==> src/rtl/uop_sequencer_pkg.sv <==
// Shared core definitions for the decode/sequencer boundary: micro-op width,
// micro-op count encodings and the reserved-count rule.
package uop_sequencer_pkg;

  localparam int UOP_W_DEF = 20;

  // uop_count = number of extra micro-ops beyond uop_0
  typedef enum logic [1:0] {
    UC_ONE   = 2'b00,
    UC_TWO   = 2'b01,
    UC_THREE = 2'b10,
    UC_RSVD  = 2'b11
  } uop_cnt_e;

  // The reserved encoding is treated as the largest legal count
  function automatic logic [1:0] norm_count(input logic [1:0] c);
    return (c == UC_RSVD) ? UC_THREE : c;
  endfunction

endpackage

==> src/rtl/uop_slot_queue.sv <==
// Circular instruction buffer: payload storage, read/write pointers, occupancy.
// Push/pop arrive already qualified by hold; flush clears control state.
module uop_slot_queue
  import uop_sequencer_pkg::*;
#(
  parameter int UOP_W = UOP_W_DEF,
  parameter int SLOTS = 2,
  localparam int PW = $clog2(SLOTS),
  localparam int OW = $clog2(SLOTS + 1)
) (
  input  logic                  clk,
  input  logic                  a_rst,
  input  logic                  flush,
  input  logic                  push,
  input  logic                  pop,
  input  logic [2:0][UOP_W-1:0] wr_uops,
  input  logic [1:0]            wr_cnt,
  output logic [OW-1:0]         occ,
  output logic                  empty,
  output logic                  full,
  output logic [2:0][UOP_W-1:0] hd_uops,
  output logic [1:0]            hd_cnt,
  output logic [1:0]            nx_cnt
);

  logic [SLOTS-1:0][2:0][UOP_W-1:0] mem;
  logic [SLOTS-1:0][1:0]            cnt_mem;
  logic [PW-1:0]                    wr_ptr;
  logic [PW-1:0]                    rd_ptr;
  logic [PW-1:0]                    nx_ptr;

  // Payload is never reset; only control state decides what is live
  always_ff @(posedge clk) begin
    if (push) begin
      mem[wr_ptr]     <= wr_uops;
      cnt_mem[wr_ptr] <= wr_cnt;
    end
  end

  // Pointers wrap naturally because SLOTS is a power of two
  always_ff @(posedge clk or posedge a_rst) begin
    if (a_rst) begin
      wr_ptr <= '0;
      rd_ptr <= '0;
      occ    <= '0;
    end else if (flush) begin
      wr_ptr <= '0;
      rd_ptr <= '0;
      occ    <= '0;
    end else begin
      if (push) wr_ptr <= wr_ptr + 1'b1;
      if (pop)  rd_ptr <= rd_ptr + 1'b1;
      case ({push, pop})
        2'b10:   occ <= occ + 1'b1;
        2'b01:   occ <= occ - 1'b1;
        default: occ <= occ;
      endcase
    end
  end

  assign nx_ptr  = rd_ptr + 1'b1;
  assign empty   = (occ == '0);
  assign full    = (occ == OW'(SLOTS));
  assign hd_uops = mem[rd_ptr];
  assign hd_cnt  = cnt_mem[rd_ptr];
  assign nx_cnt  = cnt_mem[nx_ptr];

endmodule

==> src/rtl/uop_sequencer.sv <==
// Micro-op sequencer: buffers decoded instructions and expands each head
// instruction into uop_2..uop_0 (highest first), one per accepted transfer.
module uop_sequencer
  import uop_sequencer_pkg::*;
#(
  parameter int UOP_W = UOP_W_DEF,
  parameter int SLOTS = 2
) (
  input  logic             clk,
  input  logic             a_rst,
  input  logic             hold,
  input  logic             flush,
  output logic             feed_req,
  input  logic             feed_ack,
  input  logic [UOP_W-1:0] uop_0,
  input  logic [UOP_W-1:0] uop_1,
  input  logic [UOP_W-1:0] uop_2,
  input  logic [1:0]       uop_count,
  output logic [UOP_W-1:0] uop_out,
  output logic             uop_valid,
  input  logic             uop_ready,
  output logic             uop_last,
  output logic             empty
);

  localparam int OW = $clog2(SLOTS + 1);

  logic [OW-1:0]         occ;
  logic                  full;
  logic                  push;
  logic                  pop;
  logic                  xfer;
  logic [1:0]            step;
  logic [1:0]            wr_cnt;
  logic [1:0]            hd_cnt;
  logic [1:0]            nx_cnt;
  logic [2:0][UOP_W-1:0] hd_uops;
  logic [2:0][UOP_W-1:0] wr_uops;

  assign feed_req  = ~full & ~hold & ~flush & ~a_rst;
  assign push      = feed_ack & feed_req;
  assign wr_cnt    = norm_count(uop_count);
  assign wr_uops   = {uop_2, uop_1, uop_0};
  assign uop_valid = ~empty & ~hold;
  assign uop_last  = uop_valid & (step == 2'd0);
  assign xfer      = uop_valid & uop_ready;
  assign pop       = xfer & (step == 2'd0) & ~flush;

  uop_slot_queue #(.UOP_W(UOP_W), .SLOTS(SLOTS)) u_q (
    .clk     (clk),
    .a_rst   (a_rst),
    .flush   (flush),
    .push    (push),
    .pop     (pop),
    .wr_uops (wr_uops),
    .wr_cnt  (wr_cnt),
    .occ     (occ),
    .empty   (empty),
    .full    (full),
    .hd_uops (hd_uops),
    .hd_cnt  (hd_cnt),
    .nx_cnt  (nx_cnt)
  );

  // Step counts down within the head; reloads with whichever slot becomes head
  always_ff @(posedge clk or posedge a_rst) begin
    if (a_rst) begin
      step <= 2'd0;
    end else if (flush) begin
      step <= 2'd0;
    end else if (xfer && step != 2'd0) begin
      step <= step - 2'd1;
    end else if (pop) begin
      if (occ > OW'(1))  step <= nx_cnt;
      else if (push)     step <= wr_cnt;
      else               step <= 2'd0;
    end else if (push && empty) begin
      step <= wr_cnt;
    end
  end

  // Select the current micro-op; all-zero whenever nothing is buffered
  always_comb begin
    uop_out = '0;
    if (!empty) begin
      case (step)
        2'd2:    uop_out = hd_uops[2];
        2'd1:    uop_out = hd_uops[1];
        default: uop_out = hd_uops[0];
      endcase
    end
  end

  // hd_cnt is only meaningful for debug views of the head slot
  logic unused_hd_cnt;
  assign unused_hd_cnt = ^hd_cnt;

endmodule

==> config.mk <==
export PLATFORM = sky130hd
export DESIGN_NAME = uop_sequencer
export DESIGN_NICKNAME = d
export VERILOG_FILES = /design/src/rtl/uop_sequencer_pkg.sv /design/src/rtl/uop_slot_queue.sv /design/src/rtl/uop_sequencer.sv
export SDC_FILE = /design/constraint.sdc
export NUM_CORES = 1
export LEC_CHECK = 0
export ABC_AREA = 1
export BUFFER_PORTS_ARGS = -buffer_cell sky130_fd_sc_hd__buf_2
export CAP_MARGIN = 30
export CELL_PAD_IN_SITES_DETAIL_PLACEMENT = 1
export CELL_PAD_IN_SITES_GLOBAL_PLACEMENT = 1
export CORE_MARGIN = 10
export CORE_UTILIZATION = 45
export CTS_CLUSTER_SIZE = 8
export DETAILED_ROUTE_END_ITERATION = 7
export PLACE_DENSITY = 0.83
export SKIP_CTS_REPAIR_TIMING = 1
export SLEW_MARGIN = 20
export SYNTH_ARGS = -nofsm -noshare
export SYNTH_HDL_FRONTEND = slang
export SYNTH_SLANG_ARGS = --single-unit
==> constraint.sdc <==
create_clock -name clk -period 5.4 [get_ports clk]
set_input_delay 1.08 -clock clk [delete_from_list [all_inputs] [get_ports clk]]
set_output_delay 1.08 -clock clk [all_outputs]
set_load 0.005 [all_outputs]
# Word-level counts from Yosys, hierarchy flattened
# Cells that the tools add are included.
[word_totals] regBits=130 out_inout_bits=24 wordCells=77
[op_classes] n_addsub=5 order_cmp=5 eq_ne=6 mux=25 bitwise_logic=14 n_reduce_logical=10
[ops] operator="60-bit 2-to-1 mux" count=3
[ops] operator="120-bit bitwise mux" count=1
[ops] operator="60-bit demux with 1-bit select" count=1
[ops] operator="20-bit case mux with 2 select lines" count=1
[ops] operator="2-bit 2-to-1 mux" count=11
[ops] operator="20-bit 2-to-1 mux" count=1
[ops] operator="1-bit AND" count=9
[ops] operator="2-bit == test (second input constant)" count=4
[ops] operator="1-bit by 2-bit less-than comparator with 1-bit output (second input constant)" count=3
[ops] operator="2-bit nonzero test" count=3
[ops] operator="1-bit NOT" count=5
[ops] operator="4-bit bitwise mux" count=1
[ops] operator="2-bit by 1-bit == test with 1-bit output (second input constant)" count=2
[ops] operator="2-bit logical NOT" count=2
[ops] operator="1-bit 2-to-1 mux" count=4
[ops] operator="2-bit case mux with 2 select lines" count=1
[ops] operator="4-bit nonzero test" count=1
[ops] operator="2-bit by 1-bit subtractor with 2-bit output (second input constant)" count=2
[ops] operator="1-bit logical AND" count=3
[ops] operator="3-bit nonzero test" count=1
[ops] operator="1-bit adder (second input constant)" count=2
[ops] operator="2-bit by 1-bit adder with 2-bit output (second input constant)" count=1
[ops] operator="2-bit demux with 1-bit select" count=1
[ops] operator="2-bit by 1-bit > comparator with 1-bit output (second input constant)" count=1
[ops] operator="1-bit greater-or-equal comparator (second input constant)" count=1

# Logic depth before layout (Yosys ltp)
[logic_depth] word_depth=11 mapped_depth=11

# By module
# From an unflattened synthesis, not the netlist that was laid out.
[hier_totals] hier_cells=396 area_unflattened_um2=5881.9
[modules_own_cells] mod="uop_slot_queue" n_inst=1 cells_each=235 area_each_um2=5028.6 seq_area_each_um2=3823.7
[modules_own_cells] mod="uop_sequencer" n_inst=1 cells_each=161 area_each_um2=853.3 seq_area_each_um2=50.0

# Worst setup path before layout
# Ideal clock, no wire load.
[synth_timing] kind="in2reg" startpoint="input port a_rst" endpoint="register u_q.cnt_mem[2] (netlist name) (enable)" setup_time_ns=0.485 t_arrival_ns=4.095 path_slack_ns=0.820 stages=5 path_buffers=0 cell_sequence="nor2_2 -> nand2_2 -> nor2_4 -> inv_2 -> nor2_1"
[synth_via] elab_chain_cells=3
[synth_lines] element="from (decl)" line_no="uop_sequencer.sv:10" rtl="input logic a_rst,"
[synth_lines] element="1-bit NOT" line_no="uop_sequencer.sv:40" rtl="assign feed_req = ~full & ~hold & ~flush & ~a_rst;"
[synth_lines] element="1-bit AND" line_no="uop_sequencer.sv:40"
[synth_lines] element="1-bit AND" line_no="uop_sequencer.sv:41" rtl="assign push = feed_ack & feed_req;"
[synth_lines] element="to (signal, indexed assignment)" line_no="uop_slot_queue.sv:36" rtl="cnt_mem[wr_ptr] <= wr_cnt;"
[synth_lines] element="to (decl)" line_no="uop_slot_queue.sv:27" rtl="logic [SLOTS-1:0][1:0] cnt_mem;"
# No other way between the ends.
# A chain may end at the register's enable or synchronous reset.

# Worst setup path after layout
[layout_timing] startpoint="register step[1]" endpoint="output port uop_out[4]"
[layout_via] elab_chain_cells=3 elab_cells_between_ends=4
[layout_lines] element="from (decl)" line_no="uop_sequencer.sv:33" rtl="logic [1:0] step;"
[layout_lines] element="from (signal assigned)" line_no="uop_sequencer.sv:72" rtl="step <= step - 2'd1;"
[layout_lines] element="from (signal assigned)" line_no="uop_sequencer.sv:74" rtl="if (occ > OW'(1)) step <= nx_cnt;"
[layout_lines] element="from (signal assigned)" line_no="uop_sequencer.sv:75" rtl="else if (push) step <= wr_cnt;"
[layout_lines] element="2-bit by 1-bit == test with 1-bit output / 2-bit == test (equally long branches)" line_no="uop_sequencer.sv:86" rtl="case (step)"
[layout_lines] element="20-bit case mux with 2 select lines (*)" line_no="uop_sequencer.sv:86"
[layout_lines] element="20-bit 2-to-1 mux (*)" line_no="uop_sequencer.sv:85" rtl="if (!empty) begin"
[layout_lines] element="to (decl)" line_no="uop_sequencer.sv:19" rtl="output logic [UOP_W-1:0] uop_out,"
# Every way passes the cells marked *; elsewhere a longest branch is shown, timed or not.

==> impl_results.md <==
- Outcome: finished, final reports clean
- Min Hold Slack: 0.579 ns
- Layout cells sized above 1: 25.2%
- WP data required: 4.32 ns
- PwrDens: 396 nW/µm²
- Post-Synthesis Cell Area: 5500 µm²
- Syn_nets: 516
- Critical path type: register to primary output
- DP Wirelength: 9.75 mm
- DIE HEIGHT: 131 µm
- Max-slew headroom: 39.1%
- TritonCTS clock tree: done
- Worst Max-Slew Pin Slew: 0.911 ns
- Worst-Skew Late Latency: 0.42 ns
- Critical path startpoint category: register
- Combinational share of power: 10.6%
- Routed len/inst: 22.7 µm
- Yosys top cell area share: 67.7%
- Origin of the worst min-delay path: step[0]$_DFFE_PP0P_
- Area growth syn-to-layout: 20.9%
- Setup TNS: 0 ns
- Initial Util: 45.8%
- Cell accounting for the most synthesized area: edfxtp_1
- Family with the most delay on the worst path: buffers and inverters
- Vias in the first global route: 4256
- Worst EP arrival: 2.85 ns
- Gpl congestion: 0.796
- Sw frac: 23.2%
- Fin crit share: 72.7%
- Final Hold Vio Count: 0
- Antenna Nets Post-Route: 0
- IO Count: 92
- Async S/R FF share, synth: 4.62%
- Drt first-iter violations: 271
- Final Non-Filler Cells: 691
- Initial antenna violation count: 0
- Max Cap Viol: 0
- CP Cell Sequence: inv_1 > ha_1 > inv_1 > nand3_1 > nand3_1 > inv_1 > buf_2
- First-pass GRT wire length: 24.1 mm
- Die footprint: 17000 µm²
- Cells after Synth: 442
- H-tree depth: 4
- TritonRoute pass-1 iters: 4
- Avg Vias per Cell: 5.58
- Port Buffers: 91
- Root buffer cell: clkbuf_16
- Post-synthesis sequential area ratio: 70.4%
- EDFF count, synth: 124
- Final #Nets: 606
- LEAKAGE: 0.00264 µW
- Total Wirelength: 15.7 mm
- Core Box Area: 12000 µm²
- Largest net degree at the start of global routing: 65
- Pint: 2020 µW
- Most instantiated library cell after synthesis: edfxtp_1
- Gr usage total: 19.0%
- Final Slew Violations: 0
- Clock Pin Slew Worst Setup and Hold Paths: 0.06 ns
- Die Width: 131 µm
- Worst-path maximum fanout: 21
- Synth warnings: 0
- # DRC: 0
- CP Buf/Inv Count: 4
- Clock Tree Buf Depth: 2
- Post-synth top cells: 124 x edfxtp_1, 63 x nand2_1, 44 x nand3_1, 40 x inv_1, 34 x nor2_1
- RSZ-0062 raised after global routing: false
- Clock power share: 46.4%
- Final setup viols: 0
- Critical R2R Launch: u_q.occ[0]$_DFFE_PP0P_
- Synth Register Bits: 130
- Placed insts: 660
- Clk_skew: 0.00774 ns
- Total CTS buffers: 17
- Sequential share of power: 43.0%
- VDD IR max: 0.262 mV
- Fmax: 255 MHz
- Top cells by area, synth: edfxtp_1 68%, nand2_1 4.3%, nand3_1 4.0%
- Syn_area_per_cell: 12.4 µm²
- Worst Setup SP: step[1]$_DFFE_PP0P_
- Hold crit path type: register to register
- Via count: 3858
- Final min period: 3.93 ns
- CP max stage delay: 0.77 ns
- Critical path capture point type: primary output
- P_sw: 610 µW
- Rows: 40
- Yosys cell types: 25
- Sink Count: 130
- Slowest cell on crit path: ha_1
- Crit path top cell by count: inv_1
- Grt total ovfl: 0
- Flop2flop setup slack: 2.65 ns
- Primary FF master, synth: edfxtp_1
- Post-Route Utilization: 55.4%
metrics by stage:
stage / setup slack (ns) / area (µm²) / total power (µW)
6_report: 1.47 / 6650 / 2630
4_1_cts: 1.46 / 6650 / 2640
2_1_floorplan: 0.820 / 5500 / 1310
3_5_place_dp: 2.02 / 6030 / 1420
5_1_grt: 1.30 / 6650 / 2710
3_3_place_gp: 2.10 / 6030 / 1400
layer usage:
metal / global-route usage (%) / part of all wire (%) / wire length (µm) / vias to the layer above
li1: - / - / - / 1750
met1: 22.5 / 41 / 6470 / 1925
met2: 31.8 / 51 / 7950 / 153
met3: 4.96 / 5.4 / 851 / 30
met4: 8.76 / 2.6 / 405 / 0
met5: 0 / 0 / 0 / -
layout by cell type (no fill, tap or decap), drive strengths merged, types with 5 or more instances in the layout:
cell	count
edfxtp	124
buf	95
nand2	64
nand3	46
o21ai	46
inv	44
nor2	38
o21a	20
o211ai	20
clkbuf	17
ha	6
dfrtp	6
bufinv	5
clkinv	5
power by group through the flow:
stage | combinational, µW | sequential (µW) | clock (µW)
global route | 306 | 1130 | 1280
finish | 278 | 1130 | 1220
CTS | 278 | 1130 | 1230
global placement | 255 | 1150 | 0
detailed placement | 267 | 1150 | 0
floorplan | 163 | 1150 | 0
flip-flops by register name (all words and copies together) (netlist names):
| signal | cells |
|---|---|
| step | 2 |
| u_q.rd_ptr | 1 |
| u_q.wr_ptr | 1 |
| u_q.cnt_mem | 4 |
| u_q.occ | 2 |
| u_q.mem | 120 |
cell families after synthesis:
kind of cell    share of synthesized area [%]
compound gates                           9.72
fa+ha+maj                                1.37
buf+inv                                  5.92
flops                                    70.4
simple gates                             12.6
area by class of cell:
class / instances / area [µm²]
Antenna cell: 1 / 2.50
Clock buffer: 17 / 425
Multi-Input combinational cell: 244 / 1320
Timing Repair Buffer: 95 / 485
Sequential cell: 130 / 3870
Clock inverter: 13 / 193
Inverter: 44 / 170
Fill cell: 1259 / 5360
Tap cell: 147 / 184
worst paths after layout:
| path | end | depth (start not counted) |
|---|---|---|
| min in group asynchronous | u_q.rd_ptr$_DFFE_PP0P_ | 2 |
| worst min-delay path | step[0]$_DFFE_PP0P_ | 2 |
| worst max register to register | u_q.mem[92]$_DFFE_PP_ | 8 |
| max in group asynchronous | u_q.rd_ptr$_DFFE_PP0P_ | 2 |
| worst max-delay path | uop_out[4] | 7 |
| worst min register to register | step[0]$_DFFE_PP0P_ | 2 |
worst min-delay path, cell delays in order (launching register included):
cell     delay, ns
dfrtp_1       0.40
nand2_1       0.07
nand2_1       0.07
Power figures use the tool's default switching activity.
